==> src/rtl/uart_pkg.sv <==
// Shared definitions for the UART receive path.
//   state_t          receiver FSM state encoding (3 bits)
//   clocks_per_bit() clk cycles per serial bit (integer division)
//   majority3()      2-of-3 vote used when RECEIVER_MAJORITY_VOTE_EN is defined
package uart_pkg;

    typedef enum logic [2:0] {
        STATE_IDLE,
        STATE_START,
        STATE_DATA,
        STATE_STOP,
        STATE_WRITE,
        STATE_BREAK
    } state_t;

    function automatic int unsigned clocks_per_bit(input int unsigned freq,
                                                   input int unsigned baud);
        return freq / baud;
    endfunction

    function automatic logic majority3(input logic a, input logic b, input logic c);
        return (a & b) | (a & c) | (b & c);
    endfunction

endpackage

==> src/rtl/bit_synchronizer.sv <==
// Two-flop synchronizer for a single asynchronous bit.
//   clk      destination clock
//   rst_n    asynchronous active-low reset; both flops load ResetValue
//   d_i      asynchronous input
//   q_o      synchronized output (two clk edges of latency)
module bit_synchronizer #(
    parameter logic ResetValue = 1'b1
) (
    input  logic clk,
    input  logic rst_n,
    input  logic d_i,
    output logic q_o
);

    logic meta_q;
    logic sync_q;

    always_ff @(posedge clk or negedge rst_n) begin
        if (!rst_n) begin
            meta_q <= ResetValue;
            sync_q <= ResetValue;
        end else begin
            meta_q <= d_i;
            sync_q <= meta_q;
        end
    end

    assign q_o = sync_q;

endmodule

==> src/rtl/receiver.sv <==
// UART receive engine: recovers start/WORD_WIDTH data (LSB first)/stop frames
// from rxd and pushes each good word to a FIFO with a one-cycle write strobe.
//   clk, rst_n     clock and asynchronous active-low reset
//   rxd            asynchronous serial line, idles high
//   full           downstream FIFO full, looked at only at the stop-bit decision
//   dout           received word, valid while we=1, held between strobes
//   we             one-cycle FIFO write strobe
//   busy           high whenever the FSM is not idle
//   framing_error  one-cycle pulse when the stop bit reads 0
//   overrun        one-cycle pulse when a good word is dropped because full=1
// Build option RECEIVER_MAJORITY_VOTE_EN: each bit decision is a 2-of-3 vote
// over target-1/target/target+1, decided one cycle later.
module receiver
    import uart_pkg::*;
#(
    parameter int unsigned CLOCK_FREQUENCY = 32'd100_000_000,
    parameter int unsigned BAUD_RATE       = 32'd230400,
    parameter int unsigned WORD_WIDTH      = 32'd8
) (
    input  logic                  clk,
    input  logic                  rst_n,
    input  logic                  rxd,
    input  logic                  full,
    output logic [WORD_WIDTH-1:0] dout,
    output logic                  we,
    output logic                  busy,
    output logic                  framing_error,
    output logic                  overrun
);

    localparam int unsigned CLOCKS_PER_BIT = clocks_per_bit(CLOCK_FREQUENCY, BAUD_RATE);
    localparam int unsigned HALF_BIT       = CLOCKS_PER_BIT / 2;
    localparam int unsigned BitCntW        = $clog2(WORD_WIDTH + 1);

    localparam logic [31:0]        HalfTarget = 32'(HALF_BIT);
    localparam logic [31:0]        BitTarget  = 32'(CLOCKS_PER_BIT - 1);
    localparam logic [BitCntW-1:0] LastBit    = BitCntW'(WORD_WIDTH - 1);

`ifdef RECEIVER_MAJORITY_VOTE_EN
    // Decide one cycle late and reload to 1 so the bit period stays CLOCKS_PER_BIT.
    localparam logic [31:0] DecOffset = 32'd1;
    localparam logic [31:0] CntReload = 32'd1;
`else
    localparam logic [31:0] DecOffset = 32'd0;
    localparam logic [31:0] CntReload = 32'd0;
`endif

    logic rx_s;

    bit_synchronizer #(
        .ResetValue (1'b1)
    ) u_rx_sync (
        .clk   (clk),
        .rst_n (rst_n),
        .d_i   (rxd),
        .q_o   (rx_s)
    );

    state_t                 state_q, state_d;
    logic [31:0]            cnt_q, cnt_d;
    logic [WORD_WIDTH-1:0]  shift_q, shift_d;
    logic [WORD_WIDTH-1:0]  dout_q, dout_d;
    logic [BitCntW-1:0]     bit_cnt_q, bit_cnt_d;
    logic                   fe_q, fe_d;
    logic                   ov_q, ov_d;

    logic [31:0] target;
    logic        decide;
    logic        sample_bit;

    assign target = (state_q == STATE_START) ? HalfTarget : BitTarget;
    assign decide = (cnt_q == target + DecOffset);

`ifdef RECEIVER_MAJORITY_VOTE_EN
    // vote_q[1] holds the target-1 sample, vote_q[0] the target sample.
    logic [1:0] vote_q;

    always_ff @(posedge clk or negedge rst_n) begin
        if (!rst_n) begin
            vote_q <= 2'b11;
        end else begin
            if (cnt_q == target - 32'd1) vote_q[1] <= rx_s;
            if (cnt_q == target)         vote_q[0] <= rx_s;
        end
    end

    assign sample_bit = majority3(vote_q[1], vote_q[0], rx_s);
`else
    assign sample_bit = rx_s;
`endif

    always_comb begin
        state_d   = state_q;
        cnt_d     = cnt_q + 32'd1;
        shift_d   = shift_q;
        dout_d    = dout_q;
        bit_cnt_d = bit_cnt_q;
        fe_d      = 1'b0;
        ov_d      = 1'b0;

        unique case (state_q)
            STATE_IDLE: begin
                cnt_d = 32'd0;
                if (!rx_s) state_d = STATE_START;
            end
            STATE_START: begin
                if (decide) begin
                    cnt_d = CntReload;
                    if (!sample_bit) begin
                        state_d   = STATE_DATA;
                        bit_cnt_d = '0;
                    end else begin
                        // False start: drop back silently.
                        state_d = STATE_IDLE;
                        cnt_d   = 32'd0;
                    end
                end
            end
            STATE_DATA: begin
                if (decide) begin
                    cnt_d   = CntReload;
                    shift_d = {sample_bit, shift_q[WORD_WIDTH-1:1]};
                    if (bit_cnt_q == LastBit) begin
                        state_d = STATE_STOP;
                    end else begin
                        bit_cnt_d = bit_cnt_q + 1'b1;
                    end
                end
            end
            STATE_STOP: begin
                if (decide) begin
                    cnt_d = 32'd0;
                    if (!sample_bit) begin
                        fe_d    = 1'b1;
                        state_d = STATE_BREAK;
                    end else if (full) begin
                        ov_d    = 1'b1;
                        state_d = STATE_IDLE;
                    end else begin
                        dout_d  = shift_q;
                        state_d = STATE_WRITE;
                    end
                end
            end
            STATE_WRITE: begin
                cnt_d   = 32'd0;
                state_d = STATE_IDLE;
            end
            STATE_BREAK: begin
                // Hold here until the line is released so a stuck-low line
                // cannot be read as an endless stream of frames.
                cnt_d = 32'd0;
                if (rx_s) state_d = STATE_IDLE;
            end
            default: begin
                cnt_d   = 32'd0;
                state_d = STATE_IDLE;
            end
        endcase
    end

    always_ff @(posedge clk or negedge rst_n) begin
        if (!rst_n) begin
            state_q   <= STATE_IDLE;
            cnt_q     <= 32'd0;
            shift_q   <= '0;
            dout_q    <= '0;
            bit_cnt_q <= '0;
            fe_q      <= 1'b0;
            ov_q      <= 1'b0;
        end else begin
            state_q   <= state_d;
            cnt_q     <= cnt_d;
            shift_q   <= shift_d;
            dout_q    <= dout_d;
            bit_cnt_q <= bit_cnt_d;
            fe_q      <= fe_d;
            ov_q      <= ov_d;
        end
    end

    assign dout          = dout_q;
    assign we            = (state_q == STATE_WRITE);
    assign busy          = (state_q != STATE_IDLE);
    assign framing_error = fe_q;
    assign overrun       = ov_q;

endmodule

==> config.mk <==
export PLATFORM = sky130hd
export DESIGN_NAME = receiver
export DESIGN_NICKNAME = d
export VERILOG_FILES = /design/src/rtl/uart_pkg.sv /design/src/rtl/bit_synchronizer.sv /design/src/rtl/receiver.sv
export SDC_FILE = /design/constraint.sdc
export NUM_CORES = 1
export LEC_CHECK = 0
export CORE_ASPECT_RATIO = 1.4
export CORE_MARGIN = 2
export CORE_UTILIZATION = 63
export CTS_CLUSTER_DIAMETER = 80
export DETAILED_ROUTE_END_ITERATION = 6
export PLACE_DENSITY_LB_ADDON = 0.2
export SLEW_MARGIN = 10
export SYNTH_ARGS = -nofsm -noshare
export SYNTH_HDL_FRONTEND = slang
export SYNTH_SLANG_ARGS = --single-unit
==> constraint.sdc <==
create_clock -name clk -period 3.3 [get_ports clk]
set_input_delay 0.33 -clock clk [delete_from_list [all_inputs] [get_ports clk]]
set_output_delay 0.33 -clock clk [all_outputs]
set_load 0.05 [all_outputs]
==> results.py <==
metrics = {
    "routing": {
        "wl_per_cell_um": 15.04,
        "ant_nets": 0,
        "vias_per_cell": 5.813,
        "dr.pass1.iters": 4,
        "via_count": 2023,
        "wl_mm": 5.233,
        "first_iter_violations": 115,
        "drc": 0,
    },
    "placement": {
        "portBuffers": 15,
        "pre_cts_ws_ns": 0.7401,
        "gp_congestion": 0.8151,
        "hpwl_mm": 3.616,
    },
    "cts": {
        "ctsResizeCount": 0,
        "cts_setup_buffers": 0,
        "cts.clk_slew.worst_paths_ns": 0.07,
        "cts_sinks": 59,
        "clk-insertion-delay-late_ns": 0.34,
        "cts_buffers": 9,
        "htree_levels": 3,
        "postCtsHoldBufs": 0,
        "clockBufferDepth": 2,
        "cts_root_buf": "clkbuf_8",
        "cts_tree": "built",
    },
    "final_layout": {
        "fill_cells": 332,
        "diodes": 0,
        "drive_gt1_share_pct": 16.78,
        "multiInputGateArea_um2": 1319,
        "fin_nets": 288,
        "seqCellArea_um2": 1479,
        "syn2layout_area_growth_pct": 14.39,
    },
    "global_routing": {
        "grt_pass1_vias": 2003,
        "grt_overflow": 0,
        "grt_usage_pct": 23.80,
        "grt_pass1_wl_mm": 8.901,
        "grt_start_max_net_pins": 43,
        "antenna_found_initial": 0,
    },
    "logic_synthesis": {
        "synthMuxAreaShare_pct": 8.570,
        "seq_area_frac_synth_pct": 51.68,
        "avgSynthCellArea_um2": 10.92,
        "synth_most_common_cell": "dfrtp_1",
        "synth-xor-area-share_pct": 9.182,
        "ys_types": 38,
        "yosys_warnings": 0,
        "synthArstFlopShare_pct": 100.0,
        "ys.flop_type": "dfrtp_1",
        "synth-compound-area-share_pct": 2.492,
        "synth-edff-count": 0,
        "synthesis.nets": 269,
        "synth-adder-area-share_pct": 1.312,
        "synth_cells": 262,
        "syn_area_um2": 2861,
        "synth_common_cells": "dfrtp_1, nor2_1, xor2_1, nand3_1, nand2_1",
        "yosysTopAreaCellShare_pct": 49.85,
        "synth_area_leaders": "dfrtp_1, xor2_1, nor2_1",
        "synth_seq_cells": 59,
        "synth-simple-area-share_pct": 24.53,
        "synth_top_family_by_area": "simple AND/OR/NAND/NOR gates",
        "yosysTopAreaCell": "dfrtp_1",
    },
    "sta": {
        "final_hold_viol_count": 0,
        "drv_slew": 0,
        "slew_headroom_pct": 36.04,
        "clock_skew_ns": 0.01038,
        "rsz0062_at_grt": "false",
        "max_freq_ghz": 0.3929,
        "tns_ns": 0,
        "worst_slew_pin_slew_ns": 0.9515,
        "layout_setup_ws_ns": 0.7547,
        "fin_crit_sh_pct": 77.13,
        "setup_violations": 0,
        "fin_crit_ns": 2.545,
    },
    "critical_path": {
        "crit_path_max_fanout": 10,
        "critPathLaunchType": "flip-flop",
        "rr_worst_depth": 5,
        "cp.required_ns": 3.52,
        "rr_startpoint": "cnt_q[24]",
        "r2r_end": "shift_q[0]",
        "worstPathCellList": "nor4_1, nand4_1, or3_1, or2_1, mux2_4",
        "critPathArrivalTime_ns": 2.76,
        "crit_type": "flip-flop to flip-flop",
        "endpoint_kind": "flip-flop",
        "reg2reg_slack_ns": 0.75,
        "max_stage_delay_ns": 0.54,
        "slowest_stage": "or3_1",
    },
    "power_and_ir_drop": {
        "p_per_area_nw_per_um2": 501.6,
        "p_leak_uw": 0.001511,
        "max-vdd-ir-drop_v": 0.0004307,
    },
    "floorplan": {
        "dieWidth_um": 60.96,
        "io_pins": 16,
        "start_util_pct": 64.12,
        "core_um2": 4463,
        "die-area_um2": 5105,
        "rows": 29,
        "fp.dieH_um": 83.74,
    },
    "run": {
        "drv_cap": 0,
    },
    "min_path": {
        "hold_path_class": "input pin to async pin",
    },
    "status": {
        "status": "finished clean",
    },
}
-- worst max-delay path by stage --
stage,start,to,slack [ns],cells after the start
after CTS,cnt_q[24],shift_q[0],0.73,5
after global placement,cnt_q[24],shift_q[4],0.80,5
after global routing,cnt_q[1],shift_q[0],0.62,7
after floorplan,cnt_q[1],shift_q[0],1.13,9
after detailed placement,cnt_q[24],shift_q[5],0.74,5
final,cnt_q[24],shift_q[0],0.75,5
-- routing by layer --
metal  global-route usage [%]  routed length [um]
met4                    12.45                  94
met2                    37.05                2716
met5                        0                   0
met3                    7.287                 139
met1                    28.82                2283
-- critical path, delay by kind of cell (launching register included) --
| family | cells | cell delay [ns] |
|---|---|---|
| AND/OR/NAND/NOR | 4 | 1.62 |
| flip-flops | 1 | 0.44 |
| multiplexers | 1 | 0.37 |
-- kinds of logic (layout without fill, tap and decap cells) --
| logic type | Yosys count | after routing |
|---|---|---|
| AO/OA/AOI/OAI | 8 | 8 |
| XOR/XNOR | 30 | 30 |
| adder cells (fa/ha/maj) | 3 | 3 |
| buffers and inverters | 13 | 37 |
| flip-flops | 59 | 59 |
| multiplexers | 19 | 19 |
| AND/OR/NAND/NOR | 130 | 130 |
-- cell type report --
type	instances	area share [%]
well taps	62	2.370
multi-input cells	190	40.29
inverters	4	0.4587
clock buffers	9	3.784
clock inverters	7	3.020
flip-flops and latches	59	45.18
repair buffers	17	4.893
-- through the flow --
stage / total power (uW) / cells / area (um2) / hold WS, ns / util (%)
after floorplan: 881.2 / 262 / 2861 / 0.03441 / -
final: 1642 / 348 / 3273 / 0.1155 / 73.34
after CTS: 1655 / 348 / 3273 / 0.1328 / 73.34
after global placement: 925.7 / 332 / 3050 / 0.3460 / 68.35
after global routing: 1712 / 348 / 3273 / 0.1823 / 73.34
after detailed placement: 927.2 / 332 / 3050 / 0.3484 / 68.35
-- power by group --
part	internal [uW]	switching [uW]
Combinational	46.3	67.9
Sequential	753	45.5
Clock	429	299
-- registers in the layout (all words and copies together), names as in the netlist --
| register | count |
|---|---|
| u_rx_sync.q_o | 1 |
| bit_cnt_q | 4 |
| framing_error | 1 |
| dout | 8 |
| overrun | 1 |
| shift_q | 8 |
| u_rx_sync.meta_q | 1 |
| cnt_q | 32 |
| state_q | 3 |
-- cells in the final DEF, fill, tap and decap left out, types with 2 or more instances in the layout --
cell,n
nand2_1,14
ha_1,3
dfrtp_1,57
inv_1,4
mux2_2,8
nor4b_1,5
a21o_1,2
bufinv_16,2
o41ai_1,3
nor2_1,44
mux2i_1,2
nor4_2,2
or2_2,3
xnor2_1,7
clkbuf_8,9
dfstp_2,2
or3_1,2
inv_6,2
buf_4,2
nor3_1,6
clkdlybuf4s50_1,14
nand4_1,11
mux2_4,9
nand3_1,16
and3_1,7
nor4_1,8
xor2_1,23
and4_1,3
Power figures use the tool's default switching activity.
